File: config.mk
export PLATFORM = sky130hd
export DESIGN_NAME = count_dir_decoder_flat
export DESIGN_NICKNAME = d
export VERILOG_FILES = /design/src/rtl/count_dir_pkg.sv /design/src/rtl/count_dir_decoder_if.sv /design/src/rtl/count_step_classify.sv /design/src/rtl/count_dir_decoder.sv /design/src/flat_wrapper.sv
export SDC_FILE = /design/constraint.sdc
export NUM_CORES = 1
export LEC_CHECK = 0
export BUFFER_PORTS_ARGS = -buffer_cell sky130_fd_sc_hd__buf_2
export CAP_MARGIN = 20
export CORE_MARGIN = 2
export CORE_UTILIZATION = 45
export CTS_CLUSTER_SIZE = 8
export DETAILED_ROUTE_END_ITERATION = 8
export PLACE_DENSITY = 0.66
export SETUP_SLACK_MARGIN = 0.5
export SLEW_MARGIN = 20
export SYNTH_ARGS = -nofsm -noshare
export SYNTH_HDL_FRONTEND = slang
export SYNTH_SLANG_ARGS = --single-unit
File: constraint.sdc
create_clock -name clk -period 4.32 [get_ports clk]
set_clock_uncertainty 0.05 [all_clocks]
set_input_delay 1.08 -clock clk [delete_from_list [all_inputs] [get_ports clk]]
set_output_delay 1.08 -clock clk [all_outputs]
set_load 0.01 [all_outputs]
File: src/rtl/count_dir_pkg.sv
// Shared types for the up/down count direction decoder.
package count_dir_pkg;

    typedef enum logic [1:0] {
        NO_REF,
        ARMED,
        UP,
        DOWN
    } state_t;

    typedef enum logic [1:0] {
        STEP_UP,
        STEP_DOWN,
        STEP_BAD
    } step_t;

endpackage

File: src/rtl/count_dir_decoder_if.sv
// Sample stream carrying observed counter values into the decoder.
interface count_dir_decoder_if #(
    parameter int W = 8
);
    logic         in_valid;
    logic [W-1:0] in_count;

    modport master (output in_valid, output in_count);
    modport slave  (input  in_valid, input  in_count);
endinterface

File: src/rtl/count_step_classify.sv
// Combinational classification of one counter step against the reference sample.
module count_step_classify
    import count_dir_pkg::*;
#(
    parameter int W = 8
) (
    input  logic [W-1:0] in_count,
    input  logic [W-1:0] ref_val,
    output step_t        step,
    output logic         wrap
);
    logic [W-1:0] delta;
    logic [W-1:0] one;

    always_comb begin
        one   = '0;
        one[0] = 1'b1;
        delta = in_count - ref_val;
        step  = STEP_BAD;
        wrap  = 1'b0;
        // Up is tested first so that for W=1 (+1 == all-ones) the step counts as up.
        if (delta == one) begin
            step = STEP_UP;
            wrap = (ref_val == '1);
        end else if (delta == '1) begin
            step = STEP_DOWN;
            wrap = (ref_val == '0);
        end
    end
endmodule

File: src/rtl/count_dir_decoder.sv
// Tracks an observed up/down counter, reporting direction, wraps, reversals and illegal steps.
module count_dir_decoder
    import count_dir_pkg::*;
#(
    parameter int W  = 8,
    parameter int EW = 8
) (
    input  logic                      clk,
    input  logic                      reset,
    count_dir_decoder_if.slave        smp,
    input  logic                      err_clr,
    output logic                      dir_valid,
    output logic                      dir_up,
    output logic                      step_err,
    output logic                      wrap_pulse,
    output logic                      dir_chg,
    output logic                      err_sticky,
    output logic [EW-1:0]             err_cnt
);
    state_t        state_q, state_d;
    logic [W-1:0]  ref_q, ref_d;
    logic          dir_valid_d, dir_up_d, step_err_d, wrap_d, dir_chg_d, sticky_d;
    logic [EW-1:0] cnt_base, cnt_d;
    step_t         step;
    logic          wrap;

    count_step_classify #(.W(W)) u_classify (
        .in_count (smp.in_count),
        .ref_val  (ref_q),
        .step     (step),
        .wrap     (wrap)
    );

    always_comb begin
        state_d     = state_q;
        ref_d       = ref_q;
        dir_valid_d = dir_valid;
        dir_up_d    = dir_up;
        step_err_d  = 1'b0;
        wrap_d      = 1'b0;
        dir_chg_d   = 1'b0;
        // A clear and an error in the same cycle count the error from zero.
        cnt_base    = err_clr ? '0 : err_cnt;
        sticky_d    = err_clr ? 1'b0 : err_sticky;
        cnt_d       = cnt_base;
        if (smp.in_valid) begin
            ref_d = smp.in_count;
            if (state_q == NO_REF) begin
                state_d = ARMED;
            end else begin
                unique case (step)
                    STEP_UP: begin
                        state_d     = UP;
                        dir_valid_d = 1'b1;
                        dir_up_d    = 1'b1;
                        wrap_d      = wrap;
                        dir_chg_d   = (state_q == DOWN);
                    end
                    STEP_DOWN: begin
                        state_d     = DOWN;
                        dir_valid_d = 1'b1;
                        dir_up_d    = 1'b0;
                        wrap_d      = wrap;
                        dir_chg_d   = (state_q == UP);
                    end
                    default: begin
                        state_d     = ARMED;
                        dir_valid_d = 1'b0;
                        step_err_d  = 1'b1;
                        sticky_d    = 1'b1;
                        cnt_d       = (cnt_base == '1) ? cnt_base : cnt_base + 1'b1;
                    end
                endcase
            end
        end
    end

    always_ff @(posedge clk) begin
        if (reset) begin
            state_q    <= NO_REF;
            ref_q      <= '0;
            dir_valid  <= 1'b0;
            dir_up     <= 1'b0;
            step_err   <= 1'b0;
            wrap_pulse <= 1'b0;
            dir_chg    <= 1'b0;
            err_sticky <= 1'b0;
            err_cnt    <= '0;
        end else begin
            state_q    <= state_d;
            ref_q      <= ref_d;
            dir_valid  <= dir_valid_d;
            dir_up     <= dir_up_d;
            step_err   <= step_err_d;
            wrap_pulse <= wrap_d;
            dir_chg    <= dir_chg_d;
            err_sticky <= sticky_d;
            err_cnt    <= cnt_d;
        end
    end
endmodule

File: src/flat_wrapper.sv
// flat-port wrapper written by rule: the top's interface ports become plain ports
module count_dir_decoder_flat import count_dir_pkg::*;
#(
    parameter int W  = 8,
    parameter int EW = 8
)
  (clk, reset, err_clr, dir_valid, dir_up, step_err, wrap_pulse, dir_chg, err_sticky, err_cnt, smp_in_valid, smp_in_count);
  count_dir_decoder_if #(.W(W)) smp_i ();
  input  logic clk;
  input  logic reset;
  input  logic err_clr;
  output logic dir_valid;
  output logic dir_up;
  output logic step_err;
  output logic wrap_pulse;
  output logic dir_chg;
  output logic err_sticky;
  output logic [EW-1:0] err_cnt;
  input wire logic [$bits(smp_i.in_valid)-1:0] smp_in_valid;
  input wire logic [$bits(smp_i.in_count)-1:0] smp_in_count;
  assign smp_i.in_valid = smp_in_valid;
  assign smp_i.in_count = smp_in_count;
  count_dir_decoder #(.W(W), .EW(EW)) u_core (.clk(clk), .reset(reset), .smp(smp_i), .err_clr(err_clr), .dir_valid(dir_valid), .dir_up(dir_up), .step_err(step_err), .wrap_pulse(wrap_pulse), .dir_chg(dir_chg), .err_sticky(err_sticky), .err_cnt(err_cnt));
endmodule
# Word-level counts from Yosys, hierarchy flattened
# Cells that the tools add are included.
dict set report classes {
  add_sub_neg 2
  eq_ne 7
  n_mux 19
  n_bitwise 3
  n_reduce_logical 9
}
# cell n
set ops {}
lappend ops {{$mux 8} 5}
lappend ops {{$eq 8x8->1 const B} 3}
lappend ops {{$add 8x1->8 const B} 1}
lappend ops {{$eq 8x1->1 const B} 1}
lappend ops {{$logic_not 8->1} 1}
lappend ops {{$mux 1} 8}
lappend ops {{$sub 8x8->8} 1}
lappend ops {{$mux 2} 3}
lappend ops {{$eq 2x2->1 const B} 2}
lappend ops {{$logic_not 2->1} 2}
lappend ops {{$pmux 1 s2} 2}
lappend ops {{$pmux 2 s2} 1}
lappend ops {{$reduce_or 4->1} 1}
lappend ops {{$not 1->1} 3}
lappend ops {{$reduce_and 3->1} 1}
lappend ops {{$reduce_or 3->1} 1}
lappend ops {{$eq 2x1->1 const B} 1}
lappend ops {{$reduce_and 2->1} 1}
lappend ops {{$reduce_bool 2->1} 1}
lappend ops {{$reduce_or 2->1} 1}
dict set report word_totals {
  reg_bits 24
  in_bits 12
  output_inout_bits 14
  elab_cells 49
}

# Logic depth before layout (Yosys ltp)
dict set report logic_depth {
  depth_word 9
  mapped_depth 12
  mapped_depth_nobuf 11
}

# Hierarchy
# A second synthesis with hierarchy kept.
dict set report unflattened {
  hier_cells 167
  hier_area_um2 1534.0
}
# mod instances cells_each area_per_inst_um2 seq_area_each_um2
set by_module_without_submodules {}
lappend by_module_without_submodules {count_dir_decoder 1 102 1037.2 480.5}
lappend by_module_without_submodules {count_step_classify 1 65 496.7 0.0}

# Worst setup path after synthesis
# Ideal clock, no wire load.
dict set report synth_path {
  kind {input to register}
  start {input smp_in_count[0]}
  end {register u_core.wrap_pulse}
  setup_time_ps 79
  arrival_ps 3653
  required_time_ps 4191
  path_slack_ps 537
  path_stages 11
  n_path_buf 0
  path_cell_list {inv_1 -> ha_1 -> inv_1 -> fa_1 -> nand3_1 -> a2111oi_0 -> a211oi_2 -> or4b_1 -> or3_4 -> or4_4 -> a211oi_2}
}
dict set report synth_between {
  elab_chain_cells 8
  word_cells_on_any_way 12
  cone_classes {add/sub (1); eq/ne (3); mux (4); bitwise (1); reduce/logical (3)}
}
# item line_no
set synth_rtl {}
lappend synth_rtl {{start: declaration} flat_wrapper.sv:20} ;# input wire logic [$bits(smp_i.in_count)-1:0] smp_in_count;
lappend synth_rtl {{$sub 8x8->8 (*)} count_step_classify.sv:18} ;# delta = in_count - ref_val;
lappend synth_rtl {{$eq 8x8->1} count_step_classify.sv:25} ;# end else if (delta == '1) begin
lappend synth_rtl {{$mux 2} count_step_classify.sv:25}
lappend synth_rtl {{$mux 2} count_step_classify.sv:22} ;# if (delta == one) begin
lappend synth_rtl {{$eq 2x1->1 / $logic_not 2->1 (equally long branches)} count_dir_decoder.sv:51} ;# unique case (step)
lappend synth_rtl {{$reduce_or 2->1 (no source line)} n/a}
lappend synth_rtl {{$not 1->1 (no source line)} n/a}
lappend synth_rtl {{$reduce_or 4->1 (no source line)} n/a}
lappend synth_rtl {{end signal: assignment} count_dir_decoder.sv:95} ;# wrap_pulse <= wrap_d;
lappend synth_rtl {{end: declaration} count_dir_decoder.sv:15} ;# output logic wrap_pulse,
# Mark *: on every way between the ends. The rest lies on a longest branch, timed or not.
# A chain may end at the register's enable or synchronous reset.

# Worst setup path after layout
# Same ends and word-level chain as after synthesis.

==> qor.txt <==
fin crit share: 85.4%
Inserted Clock Buffers: 3
Clock Sinks: 24
Yosys reg bits: 24
# setup viols final: 0
vias in the first global route: 1342
Hold Violations, Final: 0
ant diodes: 0
row count: 21
Setup TNS: 0 ps
max_slew headroom: 66.2%
met3 GRT Util: 2.16%
met2 Usage GRT: 29.1%
Startpoint Class: input port
Post-Syn Instances: 182
worst skew pair latency: 300 ps
core area: 3310 um^2
clk root buf: clkbuf_4
Pwr Total: 0.000439 W
Leak Pwr: 0.742 nW
RSZ-0062 raised after global routing: false
GRT busiest layer: met2
Worst Path Class, Setup: input port to flop
Routed Antenna Nets: 0
ys flop type: dfxtp_1
syn avg cell area: 8.43 um^2
Post-synth ARST share: 0%
Cell Pwr Density: 252 nW/um^2
fillers: 342
Critical Path RT: 4500 ps
status: completed
vias per cell: 5.57
Post-synth EDFFs: 0
Clk pin slew, worst setup/hold paths: 120 ps
hold_buf cts: 0
register area: 480 um^2
die height: 62.4 um
H-tree depth: 1
Top Ports: 26
gr usage total: 18.0%
VDD IR max: 97.6 uV
Synth Warn #: 0
worst-path maximum fanout: 4
top post-synthesis cells by area: dfxtp_1 (31%), ha_1 (7.3%), mux2i_1 (7.2%)
total gr overflow: 0
initial core utilization: 46.3%
max frequency: 271 MHz
register area share after synthesis: 31.3%
DRT Wirelength: 3.34 mm
Layout area overhead: 13.6%
initial antenna violation count: 0
cell taking the most area after synthesis: dfxtp_1
worst hold path class: flop to flop
Buffers on Ports: 25
worst-margin pin slew: 494 ps
Netlist cell types: 45
CP Capture Type: flop
HPWL after DPL: 2.47 mm
nets: 232
DRC errors left: 0
share of cells above drive strength 1: 20.2%
DIE AREA: 3890 um^2
Post-Syn Area: 1530 um^2
WP data arrival: 3870 ps
RePlAce Congestion: 0.889
Net Count, Synth: 204
drt pass-1 iters: 4
most frequent cells in the layout: buf_2 (25), dfxtp_1 (24), nor2_1 (15)
commonest non-fill, non-tap cell in the layout: buf_2
TritonCTS clock tree: yes
CTS max path bufs: 2
met1 usage: 24.0%
top-area cell type share of the netlist area: 31.3%
vias post-DR: 1414
largest net degree at the start of global routing: 24
wire per inst: 13.2 um
first-pass GRT wire length: 5.85 mm
Final Critical Period: 3690 ps
Multi-input gate area: 990 um^2
# Max-Cap Violations: 0
Pins Over Slew Limit: 0
Die X: 62.4 um
Initial DRC Count: 219
[state kept, by name, summed over array words and instances (netlist names)]
| register | cells |
|---|---|
| u_core.dir_chg | 1 |
| u_core.ref_q | 8 |
| u_core.state_q | 2 |
| u_core.dir_up | 1 |
| u_core.err_sticky | 1 |
| u_core.step_err | 1 |
| u_core.wrap_pulse | 1 |
| u_core.dir_valid | 1 |
| u_core.err_cnt | 8 |
[critical path: stages]
cell and delay (ps):
buf_2 100, inv_1 70, ha_1 140, inv_1 50, fa_1 390, nand3_1 150
a2111oi_0 130, a211oi_2 230, or4b_1 480, or3_4 360, or4_4 520, a211oi_2 180
[power by group]
part | switching [W] | internal, W | leakage [nW]
combinational | 0.0000627 | 0.0000459 | 0.532
sequential | 0.00000693 | 0.000229 | 0.196
clock | 0.0000623 | 0.0000325 | 0.0138
total | 0.000132 | 0.000307 | 0.742
[worst paths after layout]
check                                               endpoint  cells past startpoint  slack [ps]                          from
worst max-delay path            u_core.wrap_pulse$_SDFF_PP0_                     12         630               smp_in_count[0]
worst min-delay path            u_core.err_sticky$_SDFF_PP0_                      2         420  u_core.err_sticky$_SDFF_PP0_
worst max register to register  u_core.wrap_pulse$_SDFF_PP0_                     10        1120  u_core.ref_q[0]$_SDFFE_PP0P_
worst min register to register  u_core.err_sticky$_SDFF_PP0_                      2         420  u_core.err_sticky$_SDFF_PP0_
[Yosys cell counts (2+ instances only)]
cell type and number:
nand4_1 6, inv_1 12, nor2b_1 6, nor2_1 15
a211oi_1 3, nand3_1 8, a211oi_2 2, nor3_1 7
or3_1 2, xnor2_1 3, and2_1 2, ha_1 9
nand2_1 10, a21oi_1 13, a21o_1 2, mux2i_1 11
nor4_1 5, o211a_1 2, o21ai_0 5, buf_2 2
dfxtp_1 24, o31ai_1 3, mux2_2 2, nand2b_1 4
or4_1 2, xor2_1 3
[cell families (layout without fill, tap and decap cells)]
| logic type | count (synthesis) | after routing | share of synthesized area, % |
|---|---|---|---|
| buf+inv | 17 | 43 | 4.57 |
| flops | 24 | 24 | 31.3 |
| mux | 13 | 13 | 8.65 |
| fa+ha+maj | 10 | 10 | 8.65 |
| simple gates | 77 | 77 | 28.1 |
| xor+xnor | 6 | 6 | 3.43 |
| compound gates | 35 | 35 | 15.3 |
[area by class of cell]
class,count,share of cell area [%]
clock buffer,3,1.29
multi-input combinational,141,56.8
tap,46,3.30
inverter,12,2.58
timing repair buffer,28,8.47
sequential,24,27.6
[metal layers]
metal / up-vias / wire [um]
met5: - / 0
met4: 0 / 31
met3: 4 / 156
met2: 52 / 1560
met1: 637 / 1600
li1: 721 / -
[per-stage QoR]
stage / worst slack (ps) / utilization (%) / area, um^2 / instances / hold WS (ps)
2_1_floorplan: 537 / - / 1530 / 182 / 396
3_3_place_gp: 306 / 51.7 / 1710 / 250 / 403
5_1_grt: 518 / 52.6 / 1740 / 254 / 471
3_5_place_dp: 264 / 51.7 / 1710 / 250 / 411
4_1_cts: 592 / 52.4 / 1740 / 253 / 429
6_report: 632 / 52.6 / 1740 / 254 / 425
[timing repair]
item,4_1_cts,5_1_grt
buffers inserted,0,1
hold endpoints to repair,0,0
gates resized for setup,0,0
setup endpoints to repair,0,1
No activity file was read; power rests on OpenSTA's default activity.
